==> src/rtl/tetris_timing_pkg.sv <==
// Shared timing definitions for the Tetris gravity/lock scheduler.
//   sched_state_t     : scheduler FSM states
//   gravity_frames()  : frames per gravity drop for levels 0..15
//   *_DEFAULT         : default lock delay, soft-drop period and lock-reset budget
package tetris_timing_pkg;

  typedef enum logic [2:0] {
    ST_IDLE,
    ST_RUN,
    ST_LOCK,
    ST_PAUSE,
    ST_OVER
  } sched_state_t;

  localparam int unsigned LOCK_FRAMES_DEFAULT      = 30;
  localparam int unsigned SOFT_DROP_FRAMES_DEFAULT = 2;
  localparam int unsigned MAX_LOCK_RESETS_DEFAULT  = 15;

  function automatic logic [5:0] gravity_frames(input logic [3:0] lvl);
    logic [5:0] f;
    case (lvl)
      4'd0:    f = 6'd48;
      4'd1:    f = 6'd43;
      4'd2:    f = 6'd38;
      4'd3:    f = 6'd33;
      4'd4:    f = 6'd28;
      4'd5:    f = 6'd23;
      4'd6:    f = 6'd18;
      4'd7:    f = 6'd13;
      4'd8:    f = 6'd8;
      4'd9:    f = 6'd6;
      4'd10,
      4'd11,
      4'd12:   f = 6'd5;
      default: f = 6'd4;
    endcase
    return f;
  endfunction

endpackage

==> src/rtl/frame_prescaler.sv <==
// Divides the system clock down to the frame rate.
//   clock  : system clock
//   reset  : synchronous active-low reset
//   enable : count only while high; the count holds otherwise
//   clear  : return the count to zero and cancel a pending tick
//   tick   : registered one-cycle pulse in the cycle after the count wraps
module frame_prescaler #(
  parameter int unsigned DIV = 2
) (
  input  logic clock,
  input  logic reset,
  input  logic enable,
  input  logic clear,
  output logic tick
);

  localparam int unsigned W = (DIV > 1) ? $clog2(DIV) : 1;

  logic [W-1:0] cnt;

  always_ff @(posedge clock) begin
    if (!reset || clear) begin
      cnt  <= '0;
      tick <= 1'b0;
    end else begin
      tick <= 1'b0;
      if (enable) begin
        if (cnt == W'(DIV - 1)) begin
          cnt  <= '0;
          tick <= 1'b1;
        end else begin
          cnt <= cnt + 1'b1;
        end
      end
    end
  end

endmodule

==> src/rtl/drop_scheduler.sv <==
// Gravity and lock-delay scheduler: turns the frame tick into drop and lock pulses.
//   clock, reset                : system clock, synchronous active-low reset
//   start, pause_toggle,
//   game_over                   : game control pulses from the top-level FSM
//   level, soft_drop            : select the gravity period
//   grounded, lock_reset        : piece contact state and move/rotate-while-grounded pulse
//   frame_tick, drop_tick,
//   lock_tick                   : registered one-cycle pulses
//   running, paused             : state flags, one cycle behind the FSM
//   frames_per_drop             : registered effective gravity period
module drop_scheduler
  import tetris_timing_pkg::*;
#(
  parameter int unsigned CLK_HZ           = 100_000_000,
  parameter int unsigned FRAME_HZ         = 60,
  parameter int unsigned LOCK_FRAMES      = LOCK_FRAMES_DEFAULT,
  parameter int unsigned SOFT_DROP_FRAMES = SOFT_DROP_FRAMES_DEFAULT,
  parameter int unsigned MAX_LOCK_RESETS  = MAX_LOCK_RESETS_DEFAULT
) (
  input  logic       clock,
  input  logic       reset,
  input  logic       start,
  input  logic       pause_toggle,
  input  logic       game_over,
  input  logic [3:0] level,
  input  logic       soft_drop,
  input  logic       grounded,
  input  logic       lock_reset,
  output logic       frame_tick,
  output logic       drop_tick,
  output logic       lock_tick,
  output logic       running,
  output logic       paused,
  output logic [5:0] frames_per_drop
);

  localparam int unsigned DIV   = CLK_HZ / FRAME_HZ;
  localparam logic [5:0]  SOFT6 = 6'(SOFT_DROP_FRAMES);
  localparam logic [6:0]  LOCK7 = 7'(LOCK_FRAMES);
  localparam logic [4:0]  MAXR5 = 5'(MAX_LOCK_RESETS);

  sched_state_t state, ret_state;
  logic [5:0]   drop_cnt, lock_cnt;
  logic [3:0]   reset_cnt;
  logic         tick;
  logic         run_state;
  logic         start_go;
  logic [5:0]   grav;
  logic [5:0]   fpd_next;

  assign run_state = (state == ST_RUN) || (state == ST_LOCK);
  // start is outranked by game_over except in IDLE/OVER, where game_over is ignored
  assign start_go  = start && ((state == ST_IDLE) || (state == ST_OVER) || !game_over);

  always_comb begin
    grav     = gravity_frames(level);
    fpd_next = grav;
    if (soft_drop && (grav > SOFT6)) fpd_next = SOFT6;
  end

  frame_prescaler #(.DIV(DIV)) u_prescaler (
    .clock  (clock),
    .reset  (reset),
    .enable (run_state),
    .clear  (start_go),
    .tick   (tick)
  );

  always_ff @(posedge clock) begin
    if (!reset) begin
      state           <= ST_IDLE;
      ret_state       <= ST_RUN;
      drop_cnt        <= '0;
      lock_cnt        <= '0;
      reset_cnt       <= '0;
      frame_tick      <= 1'b0;
      drop_tick       <= 1'b0;
      lock_tick       <= 1'b0;
      running         <= 1'b0;
      paused          <= 1'b0;
      frames_per_drop <= 6'd48;
    end else begin
      frame_tick      <= tick && run_state && !start_go;
      drop_tick       <= 1'b0;
      lock_tick       <= 1'b0;
      running         <= run_state;
      paused          <= (state == ST_PAUSE);
      frames_per_drop <= fpd_next;

      if (start_go) begin
        state     <= ST_RUN;
        drop_cnt  <= '0;
        lock_cnt  <= '0;
        reset_cnt <= '0;
      end else begin
        case (state)
          ST_RUN: begin
            if (game_over) begin
              state <= ST_OVER;
            end else if (pause_toggle) begin
              state     <= ST_PAUSE;
              ret_state <= ST_RUN;
            end else if (grounded) begin
              state     <= ST_LOCK;
              lock_cnt  <= '0;
              reset_cnt <= '0;
            end else if (tick) begin
              // >= lets a freshly shortened period fire on the very next frame
              if (({1'b0, drop_cnt} + 7'd1) >= {1'b0, frames_per_drop}) begin
                drop_tick <= 1'b1;
                drop_cnt  <= '0;
              end else begin
                drop_cnt <= drop_cnt + 6'd1;
              end
            end
          end
          ST_LOCK: begin
            if (game_over) begin
              state <= ST_OVER;
            end else if (pause_toggle) begin
              state     <= ST_PAUSE;
              ret_state <= ST_LOCK;
            end else if (!grounded) begin
              state    <= ST_RUN;
              drop_cnt <= '0;
            end else if (lock_reset && ({1'b0, reset_cnt} < MAXR5)) begin
              lock_cnt  <= '0;
              reset_cnt <= reset_cnt + 4'd1;
            end else if (tick) begin
              if (({1'b0, lock_cnt} + 7'd1) == LOCK7) begin
                lock_tick <= 1'b1;
                state     <= ST_RUN;
                drop_cnt  <= '0;
              end else begin
                lock_cnt <= lock_cnt + 6'd1;
              end
            end
          end
          ST_PAUSE: begin
            if (game_over)         state <= ST_OVER;
            else if (pause_toggle) state <= ret_state;
          end
          default: ;
        endcase
      end
    end
  end

endmodule

==> config.mk <==
export PLATFORM = sky130hd
export DESIGN_NAME = drop_scheduler
export DESIGN_NICKNAME = d
export VERILOG_FILES = /design/src/rtl/tetris_timing_pkg.sv /design/src/rtl/frame_prescaler.sv /design/src/rtl/drop_scheduler.sv
export SDC_FILE = /design/constraint.sdc
export NUM_CORES = 1
export LEC_CHECK = 0
export ABC_AREA = 1
export CORE_MARGIN = 3
export CORE_UTILIZATION = 60
export DETAILED_ROUTE_END_ITERATION = 16
export HOLD_SLACK_MARGIN = 0.08
export PLACE_DENSITY = 0.81
export RECOVER_POWER = 100
export SLEW_MARGIN = 10
export SYNTH_ARGS = -nofsm -noshare
export SYNTH_HDL_FRONTEND = slang
export SYNTH_SLANG_ARGS = --single-unit
export TNS_END_PERCENT = 100
==> constraint.sdc <==
create_clock -name clock -period 4.7 [get_ports clock]
set_input_delay 0.705 -clock clock [delete_from_list [all_inputs] [get_ports clock]]
set_output_delay 0.705 -clock clock [all_outputs]
set_load 0.01 [all_outputs]
# Yosys cells after proc, flatten, opt, wreduce, memory -nomap -nowiden
# Memory sizes are Yosys's and may differ from the RTL's.
# Index checks and enable logic that the tools add are counted.
# Widths: inputs -> output; s select.
# word_totals
out_inout_bits	11
mem_bits_ro	96
input_bits	12
memories	1
elab_cells	144
reg_bits	55
# mem_list
memory	depth	width	rd	rd_clocked_by_memory_dff	wr	line	source
(name not given)	16	6	1	0	0	tetris_timing_pkg.sv:21	case (lvl)
# classes
n_reduce_logical	27
n_lt_le_gt_ge	3
n_addsub	6
muxes	53
bitwise	7
n_eq_ne	32
# op_table
op	n
$mux 6	21
$mux 3	15
$mux 4	7
$pmux 6 s2	2
$add 21x1->21 const B	1
$eq 21x21->1 const B	1
$mux 21	1
$ne 2x2->1 const B	9
$reduce_and 6->1	3
$add 6x1->7 const B	2
$add 6x1->6 const B	2
$ne 6x5->1 const B	2
$ne 5x4->1 const B	2
$ne 5x5->1 const B	2
$reduce_and 10->1	1
$ne 3x3->1 const B	3
$pmux 3 s3	1
$reduce_and 9->1	1
$ne 4x4->1 const B	2
$pmux 4 s2	1
$reduce_and 8->1	1
$reduce_or 8->1	1
$eq 7x5->1 const B	1
$ge 7x6->1	1
22 further kinds	45

# Logic depth before layout (Yosys ltp)
# Gate-level depths: netlist of run 1.
# logic_depth
ltp_word	10
mapped_depth	15
depth_no_buf	15

# Cells and area by module
# A second synthesis of run 1 with hierarchy kept.
# hier_totals
hier_cells	509
hier_area_um2	3404.5
# modules_own_cells
mod	area_each_um2	n_inst	seq_area_each_um2	cells_per_inst
drop_scheduler	2125.8	1	640.6	315
frame_prescaler	1278.7	1	440.4	194

# Worst setup path after synthesis of run 1
# Ideal clock, no wire load.
# synth_timing
path_kind	register to register
start	register drop_cnt[0]
end	register drop_cnt[0]
stages_incl_launch_ff	14
n_path_buf	0
setup_ps	64
required_ps	4636
period_less_slack_ps	2006
setup_slack_ps	2694
arrival_ps	1942
cell_sequence	dfxtp_1 ha_1 nand3_1 xor2_1 inv_1 ha_1 a21o_1 nand3_1 nand2_1 nor2_1 nand2_1 nor2_1 nor2_1 nor2_1
# synth_between
elab_chain_len	8
word_cells_on_any_way	9
cone_classes	add/sub (2); order compare (1); mux (6)
# synth_rtl
item	line	source
start: declaration	drop_scheduler.sv:43	logic [5:0] drop_cnt, lock_cnt;
start signal: assignment	drop_scheduler.sv:113	drop_cnt <= drop_cnt + 6'd1;
$add 6x1->7	drop_scheduler.sv:109	if (({1'b0, drop_cnt} + 7'd1) >= {1'b0, frames_per_drop}) begin
$ge 7x6->1	drop_scheduler.sv:109	
$mux 6 *	drop_scheduler.sv:109	
$mux 6 *	drop_scheduler.sv:107	end else if (tick) begin
$mux 6 *	drop_scheduler.sv:103	end else if (grounded) begin
$mux 6 *	drop_scheduler.sv:100	end else if (pause_toggle) begin
$mux 6 *	drop_scheduler.sv:98	if (game_over) begin
$pmux 6 s2 *	drop_scheduler.sv:96	case (state)
# Every way passes the cells marked *; elsewhere a longest branch is shown, timed or not. The select of a mux whose other input is x is not followed.
# A chain may end at the register's enable or synchronous reset.

# Final worst setup path of run 1
# layout_timing
start	input game_over
end	register u_prescaler.cnt[15]
# layout_between
elab_chain_len	4
# layout_rtl
item	line	source
start: declaration	drop_scheduler.sv:24	input logic game_over,
$logic_not 1->1	drop_scheduler.sv:53	assign start_go = start && ((state == ST_IDLE) || (state == ST_OVER) || !game_over);
$logic_or 1x1->1	drop_scheduler.sv:53	
$logic_and 1x1->1	drop_scheduler.sv:53	
$logic_or 1x1->1	frame_prescaler.sv:22	if (!reset || clear) begin
end signal: assignment	frame_prescaler.sv:32	cnt <= cnt + 1'b1;
end: declaration	frame_prescaler.sv:19	logic [W-1:0] cnt;
# Every way passes these cells.

==> results of run 1 <==
[per-layer routing]
metal | up-vias | part of all wire | global-route usage | wire (µm)
met1 | 1417 | 0.47 | 0.293 | 3300
met4 | 0 | 0.0051 | 0.0591 | 36
met2 | 54 | 0.49 | 0.411 | 3420
met3 | 4 | 0.034 | 0.0421 | 240
met5 | - | 0 | 0 | 0
li1 | 1701 | - | - | -
[per-stage QoR]
step / hold slack [ns] / cell area (µm²) / utilization / setup WS [ns]
2_1_floorplan: 0.437 / 3370 / - / 2.69
3_3_place_gp: 0.453 / 3640 / 0.690 / 2.05
3_5_place_dp: 0.464 / 3640 / 0.690 / 1.97
4_1_cts: 0.479 / 3730 / 0.708 / 2.29
5_1_grt: 0.492 / 3690 / 0.701 / 1.58
6_report: 0.478 / 3690 / 0.701 / 1.87
[cells by family after synthesis]
logic type,share of synthesized area
and+or+nand+nor,0.412
buffers and inverters,0.0922
AOI/OAI and AO/OA,0.0866
DFF,0.321
adders and majority gates,0.0669
xor gates and xnor gates,0.0208
[placed cells by master (no fill, tap or decap), types with 2 or more instances in the layout]
cell / n
nor2_1: 86
dfxtp_1: 54
a21oi_1: 29
xor2_1: 7
o22ai_1: 2
inv_1: 71
dlygate4sd3_1: 14
nor4_1: 3
nand4_1: 8
clkdlybuf4s50_1: 8
o21ai_0: 15
nor2_4: 2
nor3_1: 16
nand2_1: 130
nor2_2: 2
ha_1: 18
nor3b_1: 3
nand2_2: 2
nand3_1: 43
nand3_2: 2
a31oi_1: 2
nand2_4: 3
clkbuf_8: 6
[worst paths after layout]
check                from                  end  slack [ns]  cells past startpoint
min reg2reg  ret_state[1]         ret_state[1]        0.48                      2
max             game_over  u_prescaler.cnt[15]        1.87                      9
max reg2reg      state[1]          lock_cnt[3]        2.09                     11
min          ret_state[1]         ret_state[1]        0.48                      2
[worst register-to-register path, cell delays in order, from the launching register on]
cell     delay, ns
dfxtp_1       0.36
inv_1         0.14
nor2_1        0.20
nand2_1       0.18
nand2_1       0.58
nand2_4       0.09
nor2_1        0.24
nand2_1       0.31
nand2_1       0.25
nand2_1       0.07
nand2_1       0.06
nor2_1        0.05
[power by group]
part | switching, mW | total (mW) | internal [mW]
Sequential | 0.0166 | 0.490 | 0.473
Combinational | 0.135 | 0.202 | 0.0672
Clock | 0.148 | 0.267 | 0.119
[layout make-up]
class | count | area, µm² | area share
Tap cell | 70 | 87.6 | 0.0237
Sequential cell | 54 | 1080 | 0.293
Inverter | 72 | 272 | 0.0735
Clock buffer | 6 | 82.6 | 0.0224
Clock inverter | 2 | 12.5 | 0.00339
Timing Repair Buffer | 22 | 220 | 0.0596
Multi-Input combinational cell | 386 | 1940 | 0.525
[state kept, by name (all words and copies together), names as in the netlist]
name / cells
frame_tick: 1
running: 1
drop_tick: 1
ret_state: 2
drop_cnt: 6
state: 3
lock_tick: 1
lock_cnt: 6
frames_per_drop: 6
u_prescaler.cnt: 21
u_prescaler.tick: 1
reset_cnt: 4
paused: 1
==> impl_metrics.csv, run 1 <==
group,metric,value,unit
status,status,"completed",
grt,track_usage,0.233,
cts,hold_buffers,0,
synthesis,syn_area,3370,µm²
setup_path,crit_buf_inv,3,
final_layout,syn_to_final_growth,9.70,%
sta,fmax,353,MHz
setup_path,crit_family,"buffers and inverters",
die,die_w,80.9,µm
pwr,leakagePower,1.60,nW
grt,grt_pass1_wl,12400,µm
final_layout,fin_cells,612,
die,rows,26,
pwr,vdd_drop_max,185,µV
setup_path,cp_max_fo,15,
cts,root_buffer,"clkbuf_8",
cts,clk_pin_slew,0.09,ns
setup_path,required,4.94,ns
cts,h-tree-depth,2,
detailed_routing,drcViolationCount,0,
detailed_routing,ant_nets,0,
die,core,5270,µm²
die,die-area,6550,µm²
place,dp.cells,604,
setup_path,path_common_cell,"nand2_1",
grt,antenna_found_initial,0,
sta,worstMarginPinSlew,0.723,ns
synthesis,synthCells,517,
cts,numCtsBuffers,5,
final_layout,final_nets,571,
setup_path,crit_chain,"dlygate4sd3_1 > o21ai_0 > nand2_1 > nand2_1 > inv_1 > nand2_1 > inv_1 > nand2_1 > nor2_1",
die,die_y,80.9,µm
pwr,power,0.958,mW
min_path,hp-class,"reg2reg",
synthesis,synthArstFlopShare,0,
setup_path,max_stage_delay,0.61,ns
synthesis,synth_top_area_cell,"dfxtp_1",
grt,grt_pass1_vias,2974,
setup_path,cp-end-kind,"register",
cts,clk_latency,0.30,ns
detailed_routing,num_vias,3176,
final_layout,num_antenna_cells,0,
sta,finalCritPeriodShare,0.603,
grt,grt_max_degree,17,
place,io_buffers,22,
synthesis,synth_edf_count,0,
sta,max_slew_margin,0.517,
synthesis,yosysMostFrequentCell,"nand2_1",
synthesis,avgSynthCellArea,6.51,µm²
synthesis,synth_seq_area_share,0.321,
pwr,cellPowerDensity,259,nW/µm²
cts,clock_path_buffers,2,
synthesis,synth_common_cells,"nand2_1, nor2_1, inv_1, dfxtp_1, nand3_1",
synthesis,synth-seq-cells,54,
synthesis,syn_nets,547,
cts,cts.sinks,54,
cts,cts_resized,0,
die,io-pin-count,23,
sta,rsz0062_at_grt,"no",
setup_path,cp_data_arrival_time,3.08,ns
job,cap_violations,0,
detailed_routing,wl_per_cell,11.4,µm
sta,slew_violations,0,
sta,setup_viol,0,
sta,period_minus_slack,2.83,ns
setup_path,path_class,"in2reg",
synthesis,synth_cell_types,39,
synthesis,synth_top_cell_area_share,0.321,
cts,cts_tree,"done",
sta,hold_viol,0,
place,routabilityCongestion,0.884,
synthesis,ys.flop_type,"dfxtp_1",
final_layout,drive_gt1_frac,0.0424,
cts,cts_setup_buffers,0,
die,initial_core_util,0.639,
sta,setup_tns,0,ns
setup_path,crit_path_top_delay_cell,"dlygate4sd3_1",
synthesis,synth-warning-count,0,
detailed_routing,drt-pass1-iter-count,5,
synthesis,synth_area_leaders,"dfxtp_1, nand2_1, nor2_1, inv_1, ha_1",
grt,grt_remaining_overflow,0,
place,dpl.hpwl,5410,µm
detailed_routing,wl,7000,µm
sta,skew,0.00493,ns
detailed_routing,viasPerCell,5.19,
detailed_routing,drtIter0Drc,171,
final_layout,fillCellCount,482,
setup_path,worstSetupStartpointType,"input port",
(Power assumes the default switching activity.)
==> run 2, diff against run 1 <==
- CORE_UTILIZATION: 60 -> 59
- PLACE_DENSITY: 0.81 -> 0.8
- clock period: 4.7 -> 2.63 ns (I/O delays scaled with it)
==> impl_metrics.csv, run 2 (same netlist as run 1, synthesis figures left out) <==
group,metric,value,unit
setup_path,crit_family,"simple AND/OR/NAND/NOR gates",
sta,finalCritPeriodShare,0.891,
min_path,hp-class,"reg2reg",
detailed_routing,ant_nets,0,
sta,period_minus_slack,2.34,ns
setup_path,cp-end-kind,"register",
final_layout,multi_input_comb_area,1950,µm²
die,die_w,81.5,µm
final_layout,num_antenna_cells,0,
pwr,vdd_drop_max,297,µV
setup_path,cp_max_fo,4,
setup_path,required,2.87,ns
job,cap_violations,0,
cts,cts_setup_buffers,0,
die,die_y,81.5,µm
sta,worstMarginPinSlew,0.758,ns
final_layout,mostFrequentLayoutCell,"nand2_1",
sta,rsz0062_at_grt,"no",
sta,slew_violations,0,
sta,fmax,427,MHz
die,rows,26,
sta,max_slew_margin,0.494,
pwr,power_switching,0.542,mW
final_layout,largest-register,"u_prescaler.cnt",
status,status,"completed",
final_layout,final_nets,573,
pwr,seq_power_share,0.516,
setup_path,path_common_cell,"nor2_1",
cts,clk_latency,0.31,ns
min_path,holdPathStages,2,
final_layout,finalCoreUtilization,0.700,
pwr,p_clk_frac,0.269,
place,routabilityCongestion,0.866,
cts,cts.sinks,54,
pwr,swShare,0.319,
grt,grt_remaining_overflow,0,
setup_path,rr_endpoint,"drop_cnt[0]",
die,die-area,6650,µm²
sta,setup_tns,0,ns
detailed_routing,drcViolationCount,0,
detailed_routing,drt-pass1-iter-count,6,
final_layout,mostFrequentLayoutCells,"nand2_1, nor2_1, inv_1",
setup_path,crit_path_top_delay_cell,"dfxtp_1",
cts,cts_resized,0,
setup_path,crit_chain,"ha_1 > nand3_1 > xor2_1 > inv_1 > ha_1 > a21o_1 > nand3_1 > nand2_1 > nor2_1 > nand2_1 > nor2_1 > nor2_1 > nor2_1",
pwr,cellPowerDensity,458,nW/µm²
final_layout,fillCellCount,458,
cts,clk_pin_slew,0.10,ns
final_layout,largest_reg_flops,21,
final_layout,syn_to_final_growth,10.2,%
grt,grt_pass1_wl,13100,µm
place,io_buffers,22,
cts,clock_path_buffers,2,
min_path,holdPathEnd,"reset_cnt[2]",
die,io-pin-count,23,
grt,track_usage,0.245,
setup_path,timing.rr.start,"drop_cnt[0]",
cts,root_buffer,"clkbuf_8",
detailed_routing,drtIter0Drc,163,
detailed_routing,wl_per_cell,12.0,µm
cts,numCtsBuffers,5,
pwr,leakagePower,1.61,nW
cts,h-tree-depth,2,
pwr,power_frac_comb,0.215,
setup_path,crit_buf_inv,1,
detailed_routing,wl,7370,µm
final_layout,drive_gt1_frac,0.0478,
min_path,min_from,"reset_cnt[2]",
grt,grt_pass1_vias,3137,
setup_path,r2r_setup_slack,0.29,ns
pwr,p_int,1.16,mW
grt,antenna_found_initial,0,
setup_path,worstSetupStartpointType,"register",
die,initial_core_util,0.635,
setup_path,cp_data_arrival_time,2.59,ns
cts,cts_tree,"done",
grt,grt_max_degree,17,
place,dpl.hpwl,5620,µm
setup_path,max_stage_delay,0.41,ns
detailed_routing,viasPerCell,5.35,
final_layout,ff_latch_area,1080,µm²
setup_path,worst_r2r_path_depth,13,
detailed_routing,num_vias,3284,
die,core,5300,µm²
setup_path,path_class,"reg2reg",
cts,hold_buffers,0,
sta,skew,0.00832,ns
sta,hold_viol,0,
sta,setup_viol,0,
## run 2: power by group through the flow
stage / Sequential [mW] / Clock (mW) / Combinational [mW]
2_1_floorplan: 0.893 / 0 / 0.278
3_3_place_gp: 0.895 / 0 / 0.369
3_5_place_dp: 0.896 / 0 / 0.376
4_1_cts: 0.877 / 0.469 / 0.380
5_1_grt: 0.881 / 0.492 / 0.420
6_report: 0.877 / 0.457 / 0.365
## run 2: worst max-delay path by stage
stage / from / to / slack (ns) / cells past startpoint
3_3_place_gp: level[1] / frames_per_drop[0] / 0.41 / 10
3_5_place_dp: drop_cnt[0] / drop_cnt[0] / 0.31 / 13
5_1_grt: drop_cnt[0] / drop_cnt[2] / 0.02 / 13
2_1_floorplan: drop_cnt[0] / drop_cnt[0] / 0.62 / 13
6_report: drop_cnt[0] / drop_cnt[0] / 0.29 / 13
4_1_cts: drop_cnt[0] / drop_cnt[0] / 0.27 / 13
## run 2: layout make-up
| cell class | count | share of cell area |
|---|---|---|
| well taps | 70 | 0.0236 |
| clock buffers | 6 | 0.0196 |
| flip-flops and latches | 54 | 0.291 |
| multi-input cells | 386 | 0.526 |
| clock inverters | 2 | 0.00371 |
| inverters | 72 | 0.0732 |
| repair buffers | 24 | 0.0624 |
## run 2: tightest hold or removal path: cells and delay by family (launching register included)
kind	cells	cell delay (ns)
AO/OA/AOI/OAI	1	0.05
buffers and inverters	1	0.05
flip-flops	1	0.33
## run 2: routing by layer
metal	GRT usage	part of all wire	vias to the layer above
met4	0.0777	0.011	0
li1	-	-	1702
met3	0.0340	0.035	12
met1	0.297	0.45	1494
met5	0	0	-
met2	0.443	0.50	76
## run 2: per-stage QoR
step,worst slack [ns],std cells,hold WS [ns],power [mW],cell area (µm²)
4_1_cts,0.274,614,0.470,1.73,3740
6_report,0.288,614,0.466,1.70,3710
5_1_grt,0.0238,614,0.494,1.79,3710
3_3_place_gp,0.409,606,0.454,1.26,3650
3_5_place_dp,0.308,606,0.456,1.27,3650
2_1_floorplan,0.624,517,0.437,1.17,3370
==> run 3, diff against run 2 <==
- PLACE_DENSITY: 0.8 -> 0.81
==> impl_metrics.csv, run 3 (same netlist as run 1, synthesis figures left out) <==
group,metric,value,unit
final_layout,syn_to_final_growth,10.7,%
pwr,swShare,0.317,
sta,max_slew_margin,0.544,
final_layout,final_nets,573,
final_layout,ff_latch_area,1080,µm²
setup_path,cp-end-kind,"register",
die,initial_core_util,0.635,
cts,hold_buffers,0,
setup_path,worstSetupStartpointType,"register",
pwr,vdd_drop_max,278,µV
sta,fmax,422,MHz
setup_path,worst_r2r_path_depth,10,
setup_path,crit_path_top_delay_cell,"nand2_1",
cts,cts.sinks,54,
final_layout,largest-register,"u_prescaler.cnt",
sta,hold_viol,0,
final_layout,fillCellCount,451,
grt,antenna_found_initial,0,
grt,grt_pass1_vias,3146,
place,io_buffers,22,
final_layout,largest_reg_flops,21,
setup_path,crit_family,"simple AND/OR/NAND/NOR gates",
setup_path,cp.depth,10,
cts,clk_latency,0.31,ns
place,dpl.hpwl,5840,µm
sta,rsz0062_at_grt,"no",
pwr,power_frac_comb,0.218,
setup_path,cp_data_arrival_time,2.57,ns
pwr,cellPowerDensity,465,nW/µm²
setup_path,crit_buf_inv,2,
sta,period_minus_slack,2.37,ns
setup_path,max_stage_delay,0.42,ns
pwr,seq_power_share,0.505,
cts,clock_path_buffers,2,
sta,setup_viol,0,
grt,track_usage,0.251,
cts,clk_pin_slew,0.10,ns
detailed_routing,drcViolationCount,0,
place,routabilityCongestion,0.924,
pwr,p_clk_frac,0.277,
final_layout,num_antenna_cells,0,
final_layout,mostFrequentLayoutCell,"nand2_1",
die,io-pin-count,23,
detailed_routing,drtIter0Drc,225,
sta,skew,0.0123,ns
setup_path,required,2.83,ns
detailed_routing,num_vias,3331,
grt,grt_remaining_overflow,0,
detailed_routing,viasPerCell,5.43,
sta,setup_tns,0,ns
setup_path,crit_chain,"inv_1 > nor2_4 > nand2_2 > nand2_1 > nand2_4 > nor2_4 > nand2_1 > clkinvlp_2 > o21ai_1 > a21oi_1",
job,cap_violations,0,
final_layout,mostFrequentLayoutCells,"nand2_1, nor2_1, inv_1",
die,rows,26,
final_layout,multi_input_comb_area,1960,µm²
grt,grt_max_degree,17,
setup_path,path_class,"reg2reg",
pwr,leakagePower,1.61,nW
cts,cts_resized,0,
cts,cts_setup_buffers,0,
die,die_w,81.5,µm
sta,worstMarginPinSlew,0.682,ns
final_layout,drive_gt1_frac,0.0515,
cts,cts_tree,"done",
die,die-area,6650,µm²
setup_path,cp_max_fo,16,
status,status,"completed",
final_layout,finalCoreUtilization,0.703,
sta,finalCritPeriodShare,0.900,
pwr,p_int,1.18,mW
pwr,power_switching,0.549,mW
cts,numCtsBuffers,5,
min_path,holdPathStages,2,
die,core,5300,µm²
detailed_routing,wl_per_cell,12.4,µm
detailed_routing,wl,7590,µm
die,die_y,81.5,µm
sta,worst_hold_slack,0.478,ns
cts,root_buffer,"clkbuf_8",
cts,h-tree-depth,2,
pwr,power,1.73,mW
min_path,hp-class,"reg2reg",
detailed_routing,drt-pass1-iter-count,5,
sta,slew_violations,0,
detailed_routing,ant_nets,0,
grt,grt_pass1_wl,13300,µm
run 3: cell type report:
class / count / area share
clock buffers: 7 / 0.0232
clock inverters: 1 / 0.00134
inverters: 72 / 0.0729
multi-input cells: 386 / 0.527
flip-flops and latches: 54 / 0.290
well taps: 70 / 0.0235
repair buffers: 24 / 0.0621
run 3: metal layers:
layer  track usage  routed length, µm  up-vias
li1              -                  -     1703
met1         0.308               3400     1511
met2         0.443               3750       98
met3        0.0362                297       19
met4        0.0912                140        0
met5             0                  0        -
run 3: power by group through the flow:
stage / registers [mW] / logic, mW / clock network (mW)
finish: 0.876 / 0.377 / 0.480
global route: 0.880 / 0.421 / 0.524
CTS: 0.877 / 0.386 / 0.492
detailed placement: 0.896 / 0.382 / 0
global placement: 0.896 / 0.370 / 0
floorplan: 0.893 / 0.278 / 0
run 3: worst min-delay path, delay by kind of cell (launching register included):
family                 cells  cell delay, ns
flip-flops                 1            0.34
AO/OA/AOI/OAI              1            0.05
buffers and inverters      1            0.05
run 3: per-stage QoR:
stage	setup slack (ns)	instances	cell area [µm²]
2_1_floorplan	0.624	517	3370
5_1_grt	0.0582	614	3730
3_3_place_gp	0.407	606	3650
4_1_cts	0.314	614	3740
6_report	0.262	614	3730
3_5_place_dp	0.304	606	3650
run 3: worst paths after layout:
kind,start,endpoint,slack [ns]
setup / recovery,state[1],reset_cnt[0],0.26
hold / removal,reset_cnt[2],reset_cnt[2],0.48
setup reg to reg,state[1],reset_cnt[0],0.26
hold reg to reg,reset_cnt[2],reset_cnt[2],0.48
==> variant 1, RTL diff (config.mk and constraints of run 1) <==
Reset style: asynchronous (`reset`), changed in one clocked block. Comments in the files are not updated.
--- a/src/rtl/drop_scheduler.sv
+++ b/src/rtl/drop_scheduler.sv
@@ -68,3 +68,3 @@
 
-  always_ff @(posedge clock) begin
+  always_ff @(posedge clock or negedge reset) begin
     if (!reset) begin
Function: differs if reset is asserted again (counterexample within 4 cycles, from zero or initial values and one cycle with reset low); with reset held inactive, the same outputs for 10 cycles.
==> variant 1 against run 1 <==
- combinational power is 98% higher
- die area is 0.83% lower
- synthesized area is 0.89% lower
- sequential cell count stayed put
- total power is 25% higher
- wire length is 4.9% lower
- clock skew is 0.0036 ns higher
- worst setup slack worse by 0.35 ns
- critical path type is now reg -> reg
- cell area is 1.7% lower
==> variant 1: results (changes against run 1) <==
Status
  – Status: finished, final reports clean

Detailed routing
  – Routed wire length: 6.663 mm (-4.9%)
  – Initial DRC Count: 144 (-16%)
  – Met1 Wirelength: 3.045 mm (-7.8%)
  – DR vias: 2,985 (-6.0%)
  – DR pass1 iterations: 6 (+1)

Setup path
  – Crit path max-delay family: simple AND/OR/NAND/NOR gates
  – Slowest stage cell on the critical path: o21ai_0
  – Maximum fanout along the worst path: 17 (+2)
  – CP endpoint: lock_cnt[1]$_DFFE_PN0P_
  – WP data arrival: 3.41 ns (+0.33 ns)
  – Crit-path max cell delay: 0.54 ns (-0.07 ns)

Logic synthesis
  – Adder-cell share of the synthesized area: 0.06749 (+0.0006019)
  – Syn nets: 497 (-9.1%)
  – Post-synthesis xor/xnor area fraction: 0.02100 (+0.0001873)
  – Asr flop ratio synth: 0.5926 (+0.5926)
  – Post-synthesis sequential area ratio: 0.3731 (+0.05201)

Power
  – Switch Pwr: 0.4525 mW (+51%)
  – Net Sw Frac: 0.3771 (+0.06500)
  – Clock net power: 0.247 mW (-7.5%)
  – Flop pwr share: 0.461 (-0.050)
  – P_leak: 1.701 nW (+6.6%)

Global routing
  – Met3 usage: 0.03027 (-0.01186)
  – Met2 Use GR: 0.3990 (-0.01150)
  – All-Layer GR Usage: 0.2251 (-0.008006)
  – First-pass GRT wire length: 11.78 mm (-4.9%)

Finish
  – Nets: 522 (-8.6%)
  – Ratio of cells with drive above 1 in the final layout: 0.04260 (+0.0001609)

Placement
  – Pre-CTS WS: 2.011 ns (+0.04130 ns)

Timing
  – Final Critical Period: 3.186 ns (+0.3524 ns)
  – Clock skew: 0.008529 ns (+0.003596 ns)

Hold path
  – Hold path endpoint: ret_state[1]$_DFFE_PN0P_
## variant 1: kinds of logic after synthesis
group / count (synthesis)
xor gates and xnor gates: 8
buffers and inverters: 78
AOI/OAI and AO/OA: 54
and+or+nand+nor: 255
DFF: 54
adders and majority gates: 18
## variant 1: stage by stage
stage            util  instances  hold slack [ns]
2_1_floorplan       -        467           0.4094
3_3_place_gp   0.6928        555           0.4679
3_5_place_dp   0.6928        555           0.4796
4_1_cts        0.7086        563           0.5016
5_1_grt        0.6935        563           0.5345
6_report       0.6935        563           0.5038
## variant 1: layout make-up
| class | instances | area [sq um] |
|---|---|---|
| flip-flops and latches | 54 | 1245 |
| clock buffers | 6 | 72.57 |
| well taps | 70 | 87.58 |
| clock inverters | 2 | 10.01 |
| repair buffers | 23 | 227.7 |
| fillers | 455 | 1605 |
| inverters | 73 | 275.3 |
| multi-input cells | 335 | 1714 |
==> variant 2, RTL diff (settings of run 1) <==
Made on the original files. Set the parameter `FRAME_HZ` to 90 (it was 60).
--- a/src/rtl/drop_scheduler.sv
+++ b/src/rtl/drop_scheduler.sv
@@ -14,3 +14,3 @@
   parameter int unsigned CLK_HZ           = 100_000_000,
-  parameter int unsigned FRAME_HZ         = 60,
+  parameter int unsigned FRAME_HZ         = 90,
   parameter int unsigned LOCK_FRAMES      = LOCK_FRAMES_DEFAULT,
Check against the original RTL: no difference found for any inputs over 10 cycles, from zero or initial values and one cycle with reset low; that may be too few to reach the edited logic, so the function may still have changed.
==> variant 2 against run 1 <==
- total power increased by 0.29%
- wire length grew 8.4%
- worst setup slack got worse by 0.36 ns
- synthesized area grew 2.6%
- clock skew increased by 0.0037 ns
- critical path depth unchanged
- cell area grew 2.1%
- sequential cell count stayed put
- critical endpoint is now u_prescaler.cnt[4]$_SDFFE_PP0N_
- largest cell class unchanged
==> variant 2: results (changes against run 1) <==
Finish
  – Ratio of cells with drive above 1 in the final layout: 0.06654 (+0.02411)
  – Nets: 570 (-0.18%)
  – Post-route insts no fill: 613 (+0.16%)

Placement
  – Routability cong.: 0.8787 (-0.61%)
  – Detailed Place HPWL: 5.990 mm (+11%)
  – Port Buffers: 22 (unchanged)
  – Pre-CTS WS: 2.035 ns (+0.06456 ns)
  – Placed cell areas: 3737 sq um (+2.8%)

Global routing
  – Met3 usage: 0.03838 (-0.003751)
  – All-Layer GR Usage: 0.2398 (+0.006644)
  – First-pass GRT wire length: 12.72 mm (+2.7%)
  – Met2 Use GR: 0.4402 (+0.02972)
  – Vias in the first global route: 3,033 (+2.0%)
  – Met1 Track Usage GR: 0.2772 (-0.01589)

Hold path
  – Hold Path Class: reg -> reg
  – Hold path start: ret_state[1]$_SDFFE_PN0P_
  – Hold Path Depth: 2 (unchanged)

Logic synthesis
  – Synth area leaders: dfxtp_1 (31%), nand2_1 (13%), nor2_1 (7.8%)
  – Syn Area/Cell: 6.695 sq um (+2.8%)
  – Post-synthesis sequential area ratio: 0.3129 (-0.008140)
  – Complex-gate fraction of the synthesized area: 0.1112 (+0.02461)
  – Asr flop ratio synth: 0 (unchanged)
  – Post-synthesis xor/xnor area fraction: 0.02028 (-0.0005276)
  – Most frequent cells after synthesis: nand2_1 (118), nor2_1 (72), inv_1 (68)
  – Mux cell area share after synthesis: 0 (unchanged)
  – Adder-cell share of the synthesized area: 0.06519 (-0.001696)
  – Syn nets: 546 (-0.18%)
  – Yosys warning count: 0 (unchanged)
  – Synth cell types: 45 (+15%)

Setup path
  – Register-to-register setup slack: 2.12 ns (+0.03 ns)
  – Crit Reg-Reg Startpoint: u_prescaler.cnt[0]$_SDFFE_PP0N_
  – Crit path max-delay family: buffers and inverters
  – Critical R2R Capture: u_prescaler.cnt[4]$_SDFFE_PP0N_
  – R2R depth: 9 (-2)
  – WP data arrival: 3.44 ns (+0.36 ns)
  – Crit-path max cell delay: 0.64 ns (+0.03 ns)

Clock tree
  – Clk Latency, worst-skew pair: 0.31 ns
  – Cts bufs inserted: 5 (unchanged)
  – Reg clk slew, reported paths: 0.09 ns (about the same)
  – Htree depth: 2 (unchanged)

Detailed routing
  – WL per Instance: 12.38 um (+8.2%)
  – Initial DRC Count: 88 (-49%)
  – DR vias/cell: 5.370 (+3.5%)

Power
  – P_leak: 1.577 nW (-1.2%)
  – Worst vdd ir: 176.5 uV (-4.4%)

Timing
  – Worst Max-Slew Pin Slew: 1.365 ns (+0.6416 ns)
  – Hold WS: 0.4716 ns (-0.006612 ns)
  – Clock skew: 0.008639 ns (+0.003706 ns)

Status
  – Status: finished, final reports clean
-- variant 2: cell count changes in the layout (fill, tap and decap cells not counted), moves of 4 or more --
cell | before | now
a21oi_1 | 29 | 35
nor2_1 | 86 | 74
nand2_2 | 2 | 6
nand2_1 | 130 | 120
-- variant 2: logic make-up after synthesis --
kind of cell,count (synthesis)
flip-flops,54
adder cells (fa/ha/maj),18
buffers and inverters,80
AND/OR/NAND/NOR,291
AO/OA/AOI/OAI,65
XOR/XNOR,8
-- variant 2: final cells by class --
cell class	count	area, sq um
Multi-Input combinational cell	382	2003
Fill cell	506	1768
Sequential cell	54	1081
Inverter	75	291.5
Timing Repair Buffer	22	220.2
Tap cell	72	90.09
Clock buffer	6	72.57
Clock inverter	2	13.76
-- variant 2: how the worst max path moves through the flow --
stage | startpoint | end | slack (ns) | cells after the start
final | game_over | u_prescaler.cnt[4]$_SDFFE_PP0N_ | 1.50 | 9
after global routing | game_over | u_prescaler.cnt[5]$_SDFFE_PP0N_ | 1.20 | 9
after CTS | level[0] | frames_per_drop[2]$_SDFF_PP0_ | 2.35 | 9
after detailed placement | level[1] | frames_per_drop[2]$_SDFF_PP0_ | 2.03 | 9
after global placement | level[0] | frames_per_drop[0]$_SDFF_PP0_ | 2.15 | 9
after floorplan | drop_cnt[0]$_SDFFE_PP0P_ | drop_cnt[0]$_SDFFE_PP0P_ | 2.73 | 13
-- variant 2: power by group --
group / internal [mW] / total [mW] / switching [mW]
combinational: 0.0725 / 0.217 / 0.145
clock: 0.106 / 0.255 / 0.150
sequential: 0.472 / 0.488 / 0.0155
-- variant 2: routing by layer --
metal,vias up,routed length (um)
met2,65,3758
met5,-,0
met3,20,220
met4,0,174
met1,1492,3439
li1,1715,-
